==> config.mk <==
export PLATFORM = sky130hd
export DESIGN_NAME = ifu_fetch
export DESIGN_NICKNAME = d
export VERILOG_FILES = /design/src/rtl/ifu_fetch_pkg.sv /design/src/rtl/dff.sv /design/src/rtl/ifu_ibuf.sv /design/src/rtl/ifu_fetch.sv
export SDC_FILE = /design/constraint.sdc
export NUM_CORES = 1
export LEC_CHECK = 0
export ABC_AREA = 1
export BUFFER_PORTS_ARGS = -buffer_cell sky130_fd_sc_hd__buf_4
export CORE_MARGIN = 1
export CORE_UTILIZATION = 45
export DETAILED_ROUTE_END_ITERATION = 6
export PLACE_DENSITY = 0.72
export REMOVE_ABC_BUFFERS = 1
export SLEW_MARGIN = 20
export SYNTH_ARGS = -nofsm -noshare
export SYNTH_HDL_FRONTEND = slang
export SYNTH_HIERARCHICAL = 1
export SYNTH_SLANG_ARGS = --single-unit
==> constraint.sdc <==
create_clock -name clk -period 2.2 [get_ports clk]
set_input_delay 0.11 -clock clk [delete_from_list [all_inputs] [get_ports clk]]
set_output_delay 0.11 -clock clk [all_outputs]
set_load 0.02 [all_outputs]
==> src/rtl/ifu_fetch_pkg.sv <==
// Shared fetch-unit definitions: address/instruction widths, FSM state encoding, NOP and fault bits.
// Latency: n/a (package).
// Backpressure: n/a (package).
package ifu_fetch_pkg;

    localparam int XLEN_DEFAULT = 64;
    localparam int ILEN_DEFAULT = 32;

    // pc_gen comes out of reset pointing here
    localparam logic [63:0] RESET_VECTOR = 64'h0000_0000_8000_0000;

    // addi x0, x0, 0 -- presented to decode whenever a fault is flagged
    localparam logic [31:0] INST_NOP = 32'h0000_0013;

    // bit positions inside inst_fault
    localparam int FAULT_ACCESS   = 0;
    localparam int FAULT_MISALIGN = 1;

    typedef enum logic [2:0] {
        IFU_IDLE  = 3'd0,
        IFU_REQ   = 3'd1,
        IFU_WAIT  = 3'd2,
        IFU_DRAIN = 3'd3,
        IFU_HOLD  = 3'd4
    } ifu_state_e;

    // instructions are 4-byte aligned; no compressed support
    function automatic logic pc_misaligned(input logic [1:0] pc_lo);
        return pc_lo != 2'b00;
    endfunction

endpackage

==> src/rtl/dff.sv <==
// Enable flop with synchronous active-low reset to a parameterised value.
// Latency: 1 cycle from d_i to q_o when en_i is high.
// Backpressure: none; holds q_o while en_i is low.
// Ports: clk, rstn, en_i (load enable), d_i (next value), q_o (registered value).
module dff #(
    parameter int             W       = 1,
    parameter logic [W-1:0]   RST_VAL = '0
) (
    input  logic         clk,
    input  logic         rstn,
    input  logic         en_i,
    input  logic [W-1:0] d_i,
    output logic [W-1:0] q_o
);

    always_ff @(posedge clk) begin
        if (!rstn) begin
            q_o <= RST_VAL;
        end else if (en_i) begin
            q_o <= d_i;
        end
    end

endmodule

==> src/rtl/ifu_ibuf.sv <==
// One-entry instruction buffer between the fetch FSM and decode (inst, pc, fault, valid).
// Latency: 1 cycle from load_i to valid_o; clear/flush take effect on the next edge.
// Backpressure: the owner must not load while valid_o is high; drop (clear/flush) beats load.
// Ports: load_i/inst_i/pc_i/fault_i write the entry; clear_i (consumed) and flush_i (redirect)
//        both empty it back to NOP/0; valid_o/inst_o/pc_o/fault_o are the registered contents.
module ifu_ibuf
    import ifu_fetch_pkg::*;
#(
    parameter int XLEN = XLEN_DEFAULT,
    parameter int ILEN = ILEN_DEFAULT
) (
    input  logic            clk,
    input  logic            rstn,
    input  logic            load_i,
    input  logic            clear_i,
    input  logic            flush_i,
    input  logic [ILEN-1:0] inst_i,
    input  logic [XLEN-1:0] pc_i,
    input  logic [1:0]      fault_i,
    output logic            valid_o,
    output logic [ILEN-1:0] inst_o,
    output logic [XLEN-1:0] pc_o,
    output logic [1:0]      fault_o
);

    localparam logic [ILEN-1:0] NOP = ILEN'(INST_NOP);

    logic            drop;
    logic            en;
    logic            valid_d;
    logic [ILEN-1:0] inst_d;
    logic [XLEN-1:0] pc_d;
    logic [1:0]      fault_d;

    // an emptied entry looks exactly like the reset entry
    assign drop    = clear_i | flush_i;
    assign en      = load_i | drop;
    assign valid_d = load_i & ~drop;
    assign inst_d  = drop ? NOP : inst_i;
    assign pc_d    = drop ? '0 : pc_i;
    assign fault_d = drop ? 2'b00 : fault_i;

    dff #(.W(1), .RST_VAL(1'b0)) u_valid (
        .clk (clk), .rstn(rstn), .en_i(en), .d_i(valid_d), .q_o(valid_o)
    );

    dff #(.W(ILEN), .RST_VAL(NOP)) u_inst (
        .clk (clk), .rstn(rstn), .en_i(en), .d_i(inst_d), .q_o(inst_o)
    );

    dff #(.W(XLEN), .RST_VAL('0)) u_pc (
        .clk (clk), .rstn(rstn), .en_i(en), .d_i(pc_d), .q_o(pc_o)
    );

    dff #(.W(2), .RST_VAL(2'b00)) u_fault (
        .clk (clk), .rstn(rstn), .en_i(en), .d_i(fault_d), .q_o(fault_o)
    );

endmodule

==> src/rtl/ifu_fetch.sv <==
// Instruction fetch: latches pc, issues one imem read, buffers the reply for decode, pulses pc_advance.
// Latency: request 1 cycle after IDLE; inst_valid 1 cycle after the response; 4 cycles/inst at zero wait.
// Backpressure: request held stable until imem_req_ready; inst held until inst_ready; flush aborts.
// Ports: pc/flush from pc_gen; imem_req_* / imem_rsp_* to instruction memory (one outstanding);
//        inst_valid/inst_ready/inst/inst_pc/inst_fault to decode; pc_advance back to pc_gen.
module ifu_fetch
    import ifu_fetch_pkg::*;
#(
    parameter int XLEN = XLEN_DEFAULT,
    parameter int ILEN = ILEN_DEFAULT
) (
    input  logic            clk,
    input  logic            rstn,
    input  logic [XLEN-1:0] pc,
    input  logic            flush,
    output logic            imem_req_valid,
    input  logic            imem_req_ready,
    output logic [XLEN-1:0] imem_req_addr,
    input  logic            imem_rsp_valid,
    input  logic [ILEN-1:0] imem_rsp_data,
    input  logic            imem_rsp_err,
    output logic            inst_valid,
    input  logic            inst_ready,
    output logic [ILEN-1:0] inst,
    output logic [XLEN-1:0] inst_pc,
    output logic [1:0]      inst_fault,
    output logic            pc_advance
);

    ifu_state_e      state_q, state_d;
    logic [XLEN-1:0] fetch_pc_q, fetch_pc_d;

    logic            buf_load;
    logic            buf_clear;
    logic            buf_flush;
    logic [ILEN-1:0] buf_inst;
    logic [XLEN-1:0] buf_pc;
    logic [1:0]      buf_fault;
    logic            adv;

    always_ff @(posedge clk) begin
        if (!rstn) begin
            state_q    <= IFU_IDLE;
            fetch_pc_q <= '0;
        end else begin
            state_q    <= state_d;
            fetch_pc_q <= fetch_pc_d;
        end
    end

    always_comb begin
        state_d    = state_q;
        fetch_pc_d = fetch_pc_q;
        buf_load   = 1'b0;
        buf_clear  = 1'b0;
        buf_flush  = 1'b0;
        buf_inst   = ILEN'(INST_NOP);
        buf_pc     = fetch_pc_q;
        buf_fault  = 2'b00;
        adv        = 1'b0;

        case (state_q)
            IFU_IDLE: begin
                // pc only carries the redirect target from the cycle after flush,
                // so a flush here means the value on pc is stale: wait a cycle.
                if (!flush) begin
                    fetch_pc_d = pc;
                    if (pc_misaligned(pc[1:0])) begin
                        buf_load                  = 1'b1;
                        buf_pc                    = pc;
                        buf_fault[FAULT_MISALIGN] = 1'b1;
                        state_d                   = IFU_HOLD;
                    end else begin
                        state_d = IFU_REQ;
                    end
                end
            end

            IFU_REQ: begin
                if (imem_req_ready) begin
                    // accepted together with a flush: the reply is still owed
                    state_d = flush ? IFU_DRAIN : IFU_WAIT;
                end else if (flush) begin
                    state_d = IFU_IDLE;
                end
            end

            IFU_WAIT: begin
                if (imem_rsp_valid) begin
                    if (flush) begin
                        state_d = IFU_IDLE;
                    end else begin
                        buf_load                = 1'b1;
                        buf_fault[FAULT_ACCESS] = imem_rsp_err;
                        buf_inst                = imem_rsp_err ? ILEN'(INST_NOP) : imem_rsp_data;
                        state_d                 = IFU_HOLD;
                    end
                end else if (flush) begin
                    state_d = IFU_DRAIN;
                end
            end

            IFU_DRAIN: begin
                if (imem_rsp_valid) begin
                    state_d = IFU_IDLE;
                end
            end

            IFU_HOLD: begin
                if (flush) begin
                    buf_flush = 1'b1;
                    state_d   = IFU_IDLE;
                end else if (inst_ready) begin
                    buf_clear = 1'b1;
                    adv       = 1'b1;
                    state_d   = IFU_IDLE;
                end
            end

            default: begin
                state_d = IFU_IDLE;
            end
        endcase
    end

    assign imem_req_valid = (state_q == IFU_REQ);
    assign imem_req_addr  = fetch_pc_q;
    assign pc_advance     = adv;

    ifu_ibuf #(
        .XLEN(XLEN),
        .ILEN(ILEN)
    ) u_ibuf (
        .clk     (clk),
        .rstn    (rstn),
        .load_i  (buf_load),
        .clear_i (buf_clear),
        .flush_i (buf_flush),
        .inst_i  (buf_inst),
        .pc_i    (buf_pc),
        .fault_i (buf_fault),
        .valid_o (inst_valid),
        .inst_o  (inst),
        .pc_o    (inst_pc),
        .fault_o (inst_fault)
    );

endmodule
==> out/qor.txt <==
Status -> finished clean
Clock tree sinks -> 166
Clk slew on worst S/H paths -> 0.07 ns
Unique masters post-synth -> 26
Port Buffers -> 267
# diodes -> 0
Setup violators final -> 0
Ports -> 268
Cell Area, Synth -> 8700 sq um
DP Area -> 10700 sq um
Post-Syn Instances -> 1379
Initial antenna violation count -> 0
Flops & latches, synth -> 166
EDFF count, synth -> 0
Worst VDD drop -> 0.604 mV
Fin Clk Skew -> 0.00972 ns
Leading area contributor after synthesis -> dfxtp_1
Synth-to-Final Area Change -> 36.6%
Final core utilization -> 0.632
Final cell count without fillers -> 1939
Switching Share -> 0.379
Final wirelength -> 22500 um
Num CTS Buffers -> 17
Core ar. -> 18800 sq um
Initial Util -> 0.462
WL per Instance -> 11.6 um
Net count, final -> 1769
Final Hold Viols -> 0
Max Cap Viol -> 0
Slew @ Worst Pin -> 0.527 ns
Most instantiated library cell after synthesis -> inv_1
DRT Pass-1 Iters -> 4
Hold WS -> 0.0160 ns
Die height -> 141 um
Total gr overflow -> 0
Core Rows -> 50
Final min period -> 1.95 ns
Slew headroom -> 0.648
Seq/Total Area, Yosys -> 0.382
Leakage -> 5.86 nW
Cell-internal power -> 7.37 mW
Largest net degree at the start of global routing -> 103
Sequential Power Share -> 0.335
Capturing element type of the critical path -> register
Slew Viols, Final -> 0
RSZ-0062 raised after global routing -> no
Die area -> 19900 sq um
Overall Power -> 11.9 mW
Fmax -> 0.513 GHz
Critical path class -> register to register
CP required -> 2.52 ns
Die width -> 141 um
Vias in the first global route -> 7906
Post-route ant nets -> 0
Synth warnings -> 6
CTS max path bufs -> 2
DR iter-0 viols -> 377
Synth async-reset ratio -> 0
CTS tree -> built
Gate power share -> 0.401
Dominant cells by area after synthesis -> dfxtp_1 (38%), inv_1 (13%), nor2_1 (13%), nand2_1 (12%), buf_6 (5.3%)
Synth cell count leaders -> inv_1 (298), nor2_1 (293), nand2_1 (282)
Layout cells sized above 1 -> 0.229
PwrDens -> 997 nW/um^2
DR vias/cell -> 4.45
Hold Path Class -> input pin to register
Drc violations -> 0
Mean area per synthesized cell -> 6.31 sq um
Placed cells -> 1845
Design Area, Final -> 11900 sq um
Clock power share -> 0.263
Worst Path Max Fanout -> 102
Top cell type's share of synthesized area -> 0.382
Worst Setup Start Kind -> register
Postcts setup bufs -> 0
Hpwl dp -> 14900 um
Worst skew pair latency -> 0.42 ns
Routed vias -> 8632
Top_reg_cell synth -> dfxtp_1
Final worst path period share -> 0.886
Worst EP arrival -> 2.27 ns
Root Driver -> clkbuf_16
Number of H-tree levels -> 4
Reported net switching power -> 4.49 mW
Routability congestion estimate -> 0.868
First-pass GRT wire length -> 36800 um
All-Layer GR Usage -> 0.227
[cell families (layout without fill, tap and decap cells)]
group,Yosys count,in the layout,synth area share
compound gates,190,190,0.114
simple gates,642,642,0.298
flops,166,166,0.382
buf+inv,381,681,0.206
[layout make-up]
type / instances / area [sq um]
clock buffers: 19 / 443
clock inverters: 13 / 170
fillers: 1736 / 6940
inverters: 304 / 1150
multi-input cells: 832 / 3600
flip-flops and latches: 166 / 3320
well taps: 260 / 325
repair buffers: 345 / 2880
[critical path, cell delays in order (launching register included)]
cell	delay (ns)
dfxtp_1	0.39
nor2_1	0.17
nand2_1	0.08
nor2_1	0.21
nor2_1	0.15
nand2_4	0.20
buf_12	0.37
nand2_1	0.11
nand2_1	0.07
nor2_1	0.04
[metrics by stage]
| step | setup slack (ns) | setup TNS, ns |
|---|---|---|
| 6_report | 0.250 | 0 |
| 5_1_grt | 0.0364 | 0 |
| 4_1_cts | 0.245 | 0 |
| 3_5_place_dp | 0.274 | 0 |
| 3_3_place_gp | 0.362 | 0 |
| 2_1_floorplan | -2.55 | -230.55 |
[timing repair]
| action | 4_1_cts | 5_1_grt |
|---|---|---|
| hold buffers | 62 | 0 |
| resized for setup | 0 | 0 |
| endpoints found under the hold margin | 62 | 0 |
[worst paths after layout]
path | startpoint | to | slack [ns] | depth (start not counted)
max reg2reg | state_q[1] | u_ibuf/u_pc/q_o[47] | 0.25 | 9
max | state_q[1] | u_ibuf/u_pc/q_o[47] | 0.25 | 9
min | pc[30] | imem_req_addr[30] | 0.02 | 3
min reg2reg | imem_req_addr[53] | imem_req_addr[53] | 0.46 | 2
[power by group through the flow]
stage / clock, mW / sequential, mW / combinational [mW]
2_1_floorplan: 0 / 4.74 / 2.36
3_3_place_gp: 0 / 4.02 / 4.60
3_5_place_dp: 0 / 4.03 / 4.68
4_1_cts: 3.20 / 3.98 / 4.78
5_1_grt: 3.31 / 4.05 / 5.29
6_report: 3.13 / 3.98 / 4.76
[cell usage in the layout (no fill, tap or decap), drive strengths merged]
cell         synthesis  layout
inv                304     308
clkinvlp             0       3
nand3               13      13
nand4                1       1
buf                 62     283
o21ai              126     126
nor2               337     337
clkbuf              15      19
bufinv               0       3
nand2              285     285
or2                  5       5
dlygate4sd3          0      62
a21oi               64      64
dfxtp              166     166
clkinv               0       3
nand3b               1       1
[flip-flops by register name (all words and copies together) (netlist names)]
register / count
imem_req_addr: 64
u_ibuf/u_inst/q_o: 32
state_q: 3
u_ibuf/u_pc/q_o: 64
u_ibuf/u_fault/q_o: 2
u_ibuf/u_valid/q_o: 1
[layer usage]
metal  wire, um  track usage  vias to the layer above
met2      10200        0.374                      267
met4        628       0.0955                        0
met5          0            0                        -
li1           -            -                     4568
met1       9830        0.278                     3754
met3       1810       0.0632                       43
Power figures use the tool's default switching activity.
